--- config.mk ---
export PLATFORM = sky130hd
export DESIGN_NAME = ecs3_transceiver_p
export DESIGN_NICKNAME = d
export VERILOG_FILES = /design/src/rtl/ecs3_pkg.sv /design/src/rtl/ecs3_sync_fifo.sv /design/src/rtl/ecs3_transceiver_p.sv
export SDC_FILE = /design/constraint.sdc
export NUM_CORES = 1
export LEC_CHECK = 0
export ABC_CLOCK_PERIOD_IN_PS = 3100
export CAP_MARGIN = 20
export CORE_UTILIZATION = 50
export DETAILED_ROUTE_END_ITERATION = 7
export PLACE_DENSITY = 0.7
export SYNTH_ARGS = -nofsm -noshare
export SYNTH_HDL_FRONTEND = slang
export SYNTH_SLANG_ARGS = --single-unit
--- constraint.sdc ---
create_clock -name clk -period 3.1 [get_ports clk]
set_clock_uncertainty 0.05 [all_clocks]
set_input_delay 0.465 -clock clk [delete_from_list [all_inputs] [get_ports clk]]
set_output_delay 0.465 -clock clk [all_outputs]
set_load 0.02 [all_outputs]
--- src/rtl/ecs3_pkg.sv ---
// ecs3_pkg: shared states, line constant and frame-length helper for the ECS3 transceiver
package ecs3_pkg;
    typedef enum logic [2:0] {TX_IDLE, TX_START, TX_DATA, TX_PARITY, TX_STOP} tx_state_t;
    typedef enum logic [2:0] {RX_IDLE, RX_START, RX_DATA, RX_PARITY, RX_STOP} rx_state_t;
    localparam logic LINE_IDLE = 1'b1;
    function automatic int ecs3_nbits(input int data_w, input int parity_en);
        return data_w + 2 + ((parity_en != 0) ? 1 : 0);
    endfunction
endpackage

--- src/rtl/ecs3_sync_fifo.sv ---
// ecs3_sync_fifo: single-clock show-ahead FIFO with occupancy output
module ecs3_sync_fifo #(
    parameter int DATA_W     = 16,
    parameter int FIFO_DEPTH = 4
) (
    input  logic                          clk,
    input  logic                          nRST,
    input  logic                          wr_en,
    input  logic [DATA_W-1:0]             wr_data,
    input  logic                          rd_en,
    output logic [DATA_W-1:0]             rd_data,
    output logic                          full,
    output logic                          empty,
    output logic [$clog2(FIFO_DEPTH):0]   level
);
    localparam int AW = $clog2(FIFO_DEPTH);
    logic [DATA_W-1:0] mem [FIFO_DEPTH];
    logic [AW-1:0] wp, rp;
    logic push, pull;
    assign full    = level == (AW+1)'(FIFO_DEPTH);
    assign empty   = level == '0;
    assign push    = wr_en && !full;
    assign pull    = rd_en && !empty;
    assign rd_data = mem[rp];
    // storage array, written only when there is room
    always_ff @(posedge clk) begin
        if (push) mem[wp] <= wr_data;
    end
    // pointers wrap naturally because the depth is a power of two
    always_ff @(posedge clk or negedge nRST) begin
        if (!nRST) begin
            wp    <= '0;
            rp    <= '0;
            level <= '0;
        end else begin
            if (push) wp <= wp + 1'b1;
            if (pull) rp <= rp + 1'b1;
            level <= level + (AW+1)'(push) - (AW+1)'(pull);
        end
    end
endmodule

--- src/rtl/ecs3_transceiver_p.sv ---
// ecs3_transceiver_p: parametrised ECS3 serial TX/RX pair with TX FIFO, parity, glitch rejection and loopback
module ecs3_transceiver_p
    import ecs3_pkg::*;
#(
    parameter int DATA_W     = 16,
    parameter int DIV        = 8,
    parameter int FIFO_DEPTH = 4,
    parameter int PARITY_EN  = 1
) (
    input  logic                          clk,
    input  logic                          nRST,
    input  logic                          TXValid,
    output logic                          TXReady,
    input  logic [DATA_W-1:0]             TXData_In,
    output logic [$clog2(FIFO_DEPTH):0]   TXLevel,
    output logic                          TXBusy,
    output logic                          TXSelect,
    output logic                          RXSelect,
    output logic                          ECS3_Out,
    input  logic                          Loopback,
    input  logic                          ECS3_In,
    output logic                          RXValid,
    output logic [DATA_W-1:0]             RXData_Out,
    output logic                          RXParityErr,
    output logic                          RXFrameErr
);
    localparam int NBITS = ecs3_nbits(DATA_W, PARITY_EN);
    localparam int BW    = $clog2(NBITS);
    localparam int TW    = $clog2(DIV);

    tx_state_t tx_state, tx_next;
    rx_state_t rx_state, rx_next;
    logic [TW-1:0] tcnt, rcnt;
    logic [BW-1:0] tbit, rbit;
    logic [DATA_W-1:0] tshift, rshift, fifo_q;
    logic tpar, rpar, tx_line, pop, empty, full, tick, sample, s1, s2, s3, fall, line;

    ecs3_sync_fifo #(.DATA_W(DATA_W), .FIFO_DEPTH(FIFO_DEPTH)) u_fifo (
        .clk(clk), .nRST(nRST), .wr_en(TXValid), .wr_data(TXData_In), .rd_en(pop),
        .rd_data(fifo_q), .full(full), .empty(empty), .level(TXLevel)
    );

    assign tick     = tcnt == TW'(DIV-1);
    assign TXReady  = !full;
    assign TXSelect = tx_state != TX_IDLE;
    assign TXBusy   = TXSelect;
    assign RXSelect = !TXSelect;
    assign tx_line  = tx_state == TX_START ? 1'b0 : tx_state == TX_DATA ? tshift[DATA_W-1] :
                      tx_state == TX_PARITY ? tpar : LINE_IDLE;
    assign ECS3_Out = Loopback ? LINE_IDLE : tx_line;
    assign line     = Loopback ? tx_line : ECS3_In;
    assign fall     = s3 && !s2;
    assign sample   = rx_state == RX_START ? rcnt == TW'(DIV/2) : rcnt == TW'(DIV-1);

    // TX next state; a word is popped whenever a new frame begins
    always_comb begin
        tx_next = tx_state;
        pop     = 1'b0;
        case (tx_state)
            TX_IDLE:   if (!empty) begin tx_next = TX_START; pop = 1'b1; end
            TX_START:  if (tick) tx_next = TX_DATA;
            TX_DATA:   if (tick && tbit == BW'(DATA_W)) tx_next = PARITY_EN != 0 ? TX_PARITY : TX_STOP;
            TX_PARITY: if (tick) tx_next = TX_STOP;
            TX_STOP:   if (tick) begin tx_next = empty ? TX_IDLE : TX_START; pop = !empty; end
            default:   tx_next = TX_IDLE;
        endcase
    end

    // RX next state; a high start-bit sample is treated as a glitch
    always_comb begin
        rx_next = rx_state;
        case (rx_state)
            RX_IDLE:   if (fall) rx_next = RX_START;
            RX_START:  if (sample) rx_next = s2 ? RX_IDLE : RX_DATA;
            RX_DATA:   if (sample && rbit == BW'(DATA_W)) rx_next = PARITY_EN != 0 ? RX_PARITY : RX_STOP;
            RX_PARITY: if (sample) rx_next = RX_STOP;
            RX_STOP:   if (sample) rx_next = RX_IDLE;
            default:   rx_next = RX_IDLE;
        endcase
    end

    // TX state, bit timer, frame bit index and shift register
    always_ff @(posedge clk or negedge nRST) begin
        if (!nRST) begin
            tx_state <= TX_IDLE;
            tcnt     <= '0;
            tbit     <= '0;
            tshift   <= '0;
            tpar     <= 1'b0;
        end else begin
            tx_state <= tx_next;
            tcnt     <= (tx_state == TX_IDLE || tick) ? '0 : tcnt + 1'b1;
            tbit     <= (tx_state == TX_IDLE || pop) ? '0 : tick ? tbit + 1'b1 : tbit;
            if (pop) begin
                tshift <= fifo_q;
                tpar   <= ^fifo_q;
            end else if (tx_state == TX_DATA && tick) begin
                tshift <= tshift << 1;
            end
        end
    end

    // RX synchroniser, mid-bit sampler and registered result/flags
    always_ff @(posedge clk or negedge nRST) begin
        if (!nRST) begin
            {s1, s2, s3} <= 3'b111;
            rx_state     <= RX_IDLE;
            rcnt         <= '0;
            rbit         <= '0;
            rshift       <= '0;
            rpar         <= 1'b0;
            RXValid      <= 1'b0;
            RXData_Out   <= '0;
            RXParityErr  <= 1'b0;
            RXFrameErr   <= 1'b0;
        end else begin
            {s1, s2, s3} <= {line, s1, s2};
            rx_state     <= rx_next;
            rcnt         <= (rx_state == RX_IDLE || sample) ? '0 : rcnt + 1'b1;
            rbit         <= rx_state == RX_IDLE ? '0 : sample ? rbit + 1'b1 : rbit;
            if (rx_state == RX_DATA && sample) rshift <= (rshift << 1) | DATA_W'(s2);
            if (rx_state == RX_PARITY && sample) rpar <= s2;
            RXValid     <= rx_state == RX_STOP && sample;
            RXParityErr <= rx_state == RX_STOP && sample && PARITY_EN != 0 && ((^rshift) != rpar);
            RXFrameErr  <= rx_state == RX_STOP && sample && !s2;
            if (rx_state == RX_STOP && sample) RXData_Out <= rshift;
        end
    end
endmodule

==> key figures <==
Run status
  • Outcome: complete, but fails checks
  • Failing checks: hold timing

Routing
  • ANT nets after route: 0
  • Pre-antenna DRT Iters: 4
  • Via Count: between 3000 and 4000
  • Remaining DRCs: 0
  • Via density: between 5 and 6
  • Routed WL per cell: between 10 and 15 µm
  • Total Wirelength: about 10 mm
  • Initial DRC Count: 150

Global routing
  • Initial antenna violation count: 0
  • Largest net degree at the start of global routing: between 80 and 90
  • Vias in the first global route: around 3600
  • Overall Global Routing Usage: 17.4%
  • Grt total ovfl: 0
  • First-pass GRT wire length: 17.3 mm

Clock tree
  • Reg clk slew, reported paths: approximately 0.060 ns
  • Post-CTS Setup Bufs: 0
  • CTS tree: yes
  • Worst-skew pair later-pin latency: about 0.42 ns
  • Gates resized, CTS repair: 0
  • Root Buffer: clkbuf_16
  • CTS Hold Bufs: 0
  • CTS max path bufs: 2
  • Htree depth: 4
  • Cts bufs inserted: 17
  • Sinks on Clock Net: around 150

Pwr
  • Pwr dens: between 800 and 900 nW/µm²
  • Leak: roughly 0.0031 µW
  • Register share of total power: about two fifths
  • Cell-internal power: ~4800 µW
  • Max IR drop VDD: between 0.5 and 0.6 mV
  • Comb pwr share: 30.6%
  • Switch share: 29.8%
  • Clock Power Share: between 20% and 30%
  • Psw: 2030 µW

Timing
  • Tightest Pin Transition: about 0.6 ns
  • Slew Limit Headroom: approximately 59%
  • Final hold vios: 35
  • Crit path time final: 2.67 ns
  • Maximum clock frequency: between 0.3 and 0.4 GHz
  • Final setup vio count: 0
  • RSZ-0062 raised after global routing: false
  • Final critical-path share of the clock period: a little under nine tenths
  • Hold WS: -0.0331 ns
  • Sum Neg Setup Slack: 0 ns
  • Final max-slew violation count: 0

Synthesis
  • Cell Area, Synth: roughly 6400 µm²
  • Asr flop ratio synth: a little under three fifths
  • Distinct cells, synth: between 40 and 50
  • Syn Nets: 466
  • Avg Cell Area, Syn: roughly 15 µm²
  • Main synth FF type: dfrtp_1
  • Post-synth EDFFs: 64
  • Synth area leaders: dfrtp_1 (32%), edfxtp_1 (30%), mux2_1 (4.6%), mux4_2 (4.2%), xnor2_1 (3.8%)
  • Yosys warning total: 0
  • Cells after Synth: about 430
  • Post-synth top area cell: dfrtp_1
  • Flops & latches, synth: roughly 150
  • Sequential area share after synthesis: roughly 63%
  • Share of the synthesized area in the top cell type: 32.1%

Critical path
  • Crit path arrival time: about 2.2 ns
  • Flop2flop setup slack: roughly 0.52 ns
  • Worst setup SP type: register
  • RR Startpoint: tcnt[0]
  • Crit-path max FO: 9
  • Crit-path cells: a21oi_1 > a311oi_1 > nand2b_1 > clkdlybuf4s50_1
  • Crit-path slowest cell: clkdlybuf4s50_1
  • Crit end category: output pin
  • Critical R2R Capture: u_fifo.level[2]
  • Bufs and invs on worst path: 1
  • Worst Path Required: 2.58 ns
  • CP Class: register to output pin
  • CP max stage delay: roughly 0.56 ns
  • Critical path's top delay family: compound AO/OA/AOI/OAI gates
  • Reg2Reg Depth: 11

Floorplanning
  • Core area: roughly 12000 µm²
  • Row count: 40
  • Die Span Y: 115 µm
  • Die area: ~13000 µm²
  • Initial Util: 52.1%
  • Die Wd: 115 µm
  • I/O pins: 48

Placement
  • Final Wtd Congestion: between 0.7 and 0.8
  • Placement Cell Area: between 7000 and 8000 µm²
  • Port buffer count: 47
  • DPL Wire Length: 6.51 mm

Finish
  • Nets: approximately 520
  • Antenna cells: 0
  • Fraction of layout cells with a size suffix above 1: 15.5%
  • Layout area overhead: 19.8%
  • Post-route cell area: 7660 µm²

Hold path
  • Hold Path Class: input port to asynchronous set/reset pin

Job
  • Max Cap Viol: 0
-- power by group through the flow --
stage | clock, µW | sequential (µW) | combinational, µW
floorplan | 0 | 2680 | 1720
global placement | 0 | 2730 | 2090
detailed placement | 0 | 2750 | 2120
CTS | 2040 | 2720 | 2130
global route | 2130 | 2770 | 2340
finish | 2000 | 2720 | 2080
-- how the worst max path moves through the flow --
| stage | cells past startpoint | endpoint | startpoint | slack, ns |
|---|---|---|---|---|
| 6_report | 4 | ECS3_Out | tx_state[0] | 0.43 |
| 5_1_grt | 4 | ECS3_Out | tx_state[0] | 0.27 |
| 2_1_floorplan | 11 | u_fifo.level[2] | u_fifo.level[1] | 0.47 |
| 3_3_place_gp | 11 | u_fifo.level[2] | tcnt[0] | 0.62 |
| 4_1_cts | 4 | ECS3_Out | tx_state[0] | 0.43 |
| 3_5_place_dp | 11 | u_fifo.level[2] | tcnt[0] | 0.53 |
-- synthesized netlist by cell type (all sizes together), types with 2 or more instances --
master  instances
clkbuf          7
a22oi           9
edfxtp         64
and3            4
nand2b          5
nor2b           3
mux2i           8
inv            15
dfrtp          82
nand4           4
or2             2
nor2           20
xor2           12
mux4           16
dfstp           3
o21ai          13
buf            13
nor3           12
mux2           35
xnor2          33
nor3b           4
a21oi           5
ha             13
and2            3
nand2          33
-- worst register-to-register path: cells and delay by family (launching register included) --
kind | cells | cell delay, ns
XOR/XNOR | 2 | 0.33
adder cells (fa/ha/maj) | 5 | 1.30
buffers and inverters | 2 | 0.10
flip-flops | 1 | 0.38
AND/OR/NAND/NOR | 2 | 0.36
-- metrics by stage --
stage	instances	power (µW)	utilization [%]	setup slack (ns)	hold slack [ns]
finish	670	6810	62.5	0.432	-0.0331
global route	670	7240	62.5	0.269	0.00365
floorplan	431	4400	-	0.466	0.119
detailed placement	637	4870	57.4	0.534	0.301
CTS	669	6890	62.2	0.428	0.236
global placement	637	4820	57.4	0.619	0.300
-- logic make-up after synthesis --
group	after synthesis	share of synthesized area [%]
muxes	59	13.3
AOI/OAI and AO/OA	36	3.62
adders and majority gates	14	2.86
buffers and inverters	35	2.82
DFF	149	63.4
xor gates and xnor gates	45	6.75
and+or+nand+nor	93	7.28
-- per-layer routing --
metal / GRT usage [%] / part of all wire [%] / wire (µm) / up-vias
met1: 22.1 / 47 / 4710 / 1730
met4: 8.40 / 1.7 / 167 / 0
met2: 28.2 / 48 / 4820 / 64
met5: 0 / 0 / 0 / -
li1: - / - / - / 1665
met3: 4.27 / 3.4 / 342 / 15
-- placed cells by master, fill, tap and decap left out, types with 2 or more instances in the layout --
cell,netlist,layout
a21oi_1,5,5
a22oi_1,9,9
and2_1,2,2
and3_1,4,4
buf_4,2,12
clkbuf_16,0,19
clkbuf_8,0,6
clkdlybuf4s50_1,0,46
clkinv_2,0,4
dfrtp_1,82,82
dfstp_2,3,3
edfxtp_1,64,64
ha_1,13,13
inv_1,15,15
mux2_1,26,26
mux2_2,9,9
mux2i_1,8,8
mux4_1,4,4
mux4_2,12,12
nand2_1,33,33
nand2b_1,4,4
nand4_1,4,4
nor2_1,20,19
nor2b_1,3,3
nor3_1,10,10
nor3_4,2,2
nor3b_1,4,4
o21ai_0,12,12
xnor2_1,28,28
xnor2_2,5,5
xor2_1,12,12
-- cell type report --
type / instances / area, µm²
multi-input combinational: 247 / 2160
tap: 168 / 210
inverter: 15 / 56.3
timing repair buffer: 59 / 578
fill: 913 / 4600
clock buffer: 26 / 562
clock inverter: 6 / 36.3
sequential: 149 / 4050
-- flip-flops by register name, summed over array words and instances, names as in the netlist, 3 cells and up --
signal,count
tcnt,3
rbit,5
tx_state,3
rshift,16
RXData_Out,16
tbit,5
u_fifo.mem,64
u_fifo.level,3
rx_state,3
tshift,16
rcnt,3
No activity file was read; power rests on OpenSTA's default activity.
==> variant, RTL diff (same settings) <==
Re-encode `rx_state_t` (5 states) as one-hot, 5 bits wide.
--- a/src/rtl/ecs3_pkg.sv
+++ b/src/rtl/ecs3_pkg.sv
@@ -2,5 +2,5 @@
 package ecs3_pkg;
     typedef enum logic [2:0] {TX_IDLE, TX_START, TX_DATA, TX_PARITY, TX_STOP} tx_state_t;
-    typedef enum logic [2:0] {RX_IDLE, RX_START, RX_DATA, RX_PARITY, RX_STOP} rx_state_t;
+    typedef enum logic [4:0] {RX_IDLE = 5'b00001, RX_START = 5'b00010, RX_DATA = 5'b00100, RX_PARITY = 5'b01000, RX_STOP = 5'b10000} rx_state_t;
     localparam logic LINE_IDLE = 1'b1;
     function automatic int ecs3_nbits(input int data_w, input int parity_en);
Formal check against the unedited RTL: same outputs for any inputs over 10 cycles, from zero or initial values and one cycle with nRST low; not proved beyond that.
==> variant against the unedited design <==
- first-iteration DRC count rose by 39%
- global-route usage is 0.44 points higher
- sequential cell count increased by 2
- highest routed layer unchanged
- cell area is 1.5% higher
- synthesized area up 1.8%
- register-to-register slack better by 0.18 ns
- largest cell class unchanged
- worst setup slack improved by 0.023 ns
- count of clock-buffer cells in the layout down 7
- wire length up 6.8%
Power is not compared: it rests on default switching activity, and its combinational part moved more than twofold at a synthesized area within 25%.
==> variant: results (changes against the unedited design) <==
Route
  • DRT Wirelength: 10700 microns (+6.8%)
  • DRT iter0 DRCs: 208 (+39%)
  • Via count: 3732 (+7.4%)

GRT
  • First-pass GRT wire length: 17900 microns (+3.2%)
  • Largest net degree at the start of global routing: 58 (-33%)
  • Initial antenna violation count: 0 (unchanged)
  • GRT Overall Usage: 0.179 (+0.00443)

STA
  • Final Hold Viols: 0 (-100%)
  • Hold slack: 0.0347 ns (+0.0678 ns)
  • Tcrit/Tclk final: 0.853 (-0.00750)
  • Slew @ Worst Pin: 0.966 ns (+0.352 ns)

Finish
  • Final #Nets: 551 (+5.2%)
  • Final Cell Area: 0.00778 sq mm (+1.5%)
  • Top reg by flops: u_fifo.mem
  • Antenna cell count: 0 (unchanged)
  • Non-Filler Instances: 701 (+4.6%)
  • Layout cells sized above 1: 0.178 (+0.0223)
  • Fill cells: 961 (+5.3%)

Synth
  • Syn. warnings: 0 (unchanged)
  • Synth area leaders: dfrtp_1 32%, edfxtp_1 30%, mux2_2 5.7%, xnor2_1 3.6%, mux4_1 3.2%
  • Sequential fraction of the synthesis area: 0.630 (-0.00345)
  • Syn Inst Count: 456 (+5.8%)
  • Syn_nets: 491 (+5.4%)
  • Synth top cells by count: 83 x dfrtp_1, 64 x edfxtp_1, 42 x nand2_1
  • Post-synth ARST share: 0.576 (+0.00569)
  • Distinct cells, synth: 47 (-4.1%)

Worst setup path
  • Setup crit start: tx_state[0]$_DFFE_PN0P_
  • Worst Path Max Fanout: 7 (-2)
  • Reg2reg start: tcnt[0]$_DFF_PN0_
  • Reg2reg setup slack: 0.70 ns (+0.18 ns)
  • R2R depth: 9 (-2)
  • FF-to-FF End: u_fifo.level[2]$_DFF_PN0_
  • Crit path DAT: 2.13 ns (-0.02 ns)

CTS
  • H-tree Lvls: 4 (unchanged)
  • Post-CTS setup buffers: 0 (unchanged)
  • Clk_lat worst skew: 0.43 ns
  • Max Root-Sink Buffers: 2 (unchanged)
  • Clock transition at the registers of the reported paths: 0.06 ns (about the same)

Run status
  • Status: finished, final reports clean

Power and ir drop
  • Pleak: 3.28 nW

Placed design
  • Post-DP Area: 0.00715 sq mm (+1.7%)
  • GP Congestion: 0.803 (+5.9%)
  • Pre-CTS setup slack: 0.692 ns (+0.158 ns)
  • Post-DP HPWL: 7020 microns (+7.9%)
  • DP Cell Count: 669 (+5.0%)
==> variant: cell types whose count changed in the layout (fill, tap and decap cells not counted), moves of 4 or more <==
cell and change:
mux2_1 -25, mux2_2 +24, nor2_1 +15, nand2_1 +9
mux2i_1 -8, a22oi_1 +6, nand3_1 +6, nor3_1 -6
a21oi_1 +5, clkbuf_8 -5, bufinv_16 +4, mux4_1 +4
mux4_2 -4
==> variant: cell families after synthesis <==
logic type | share of synthesized area
AO/OA/AOI/OAI | 0.0417
XOR/XNOR | 0.0650
adder cells (fa/ha/maj) | 0.0281
buffers and inverters | 0.0292
flip-flops | 0.630
multiplexers | 0.119
AND/OR/NAND/NOR | 0.0869
==> variant: area by class of cell <==
| class | count | share of cell area |
|---|---|---|
| sequential | 151 | 0.528 |
| multi-input combinational | 271 | 0.285 |
| timing repair buffer | 59 | 0.0718 |
| clock buffer | 19 | 0.0570 |
| tap | 172 | 0.0277 |
| clock inverter | 13 | 0.0232 |
| inverter | 16 | 0.00772 |
==> variant: report_power, final <==
part           internal (mW)  total [mW]  switching [mW]  leakage (nW)
combinational          0.372       0.832           0.460          1.26
clock                   1.36        2.14           0.782         0.290
sequential              2.35        2.47           0.122          1.72
total                   4.08        5.45            1.36          3.28
==> variant: critical path, cell delays in order (launching register included) <==
cell and delay (ns):
dfrtp_1 0.45, nand2b_1 0.22, nor2_1 0.10, a21oi_1 0.07, or3_1 0.32, clkdlybuf4s50_1 0.54
==> variant: layer usage <==
layer | track usage | wire [microns] | vias to the layer above
met5 | 0 | 0 | -
met4 | 0.0872 | 217 | 0
met3 | 0.0498 | 395 | 17
met2 | 0.290 | 5370 | 80
met1 | 0.222 | 4730 | 1877
li1 | - | - | 1758
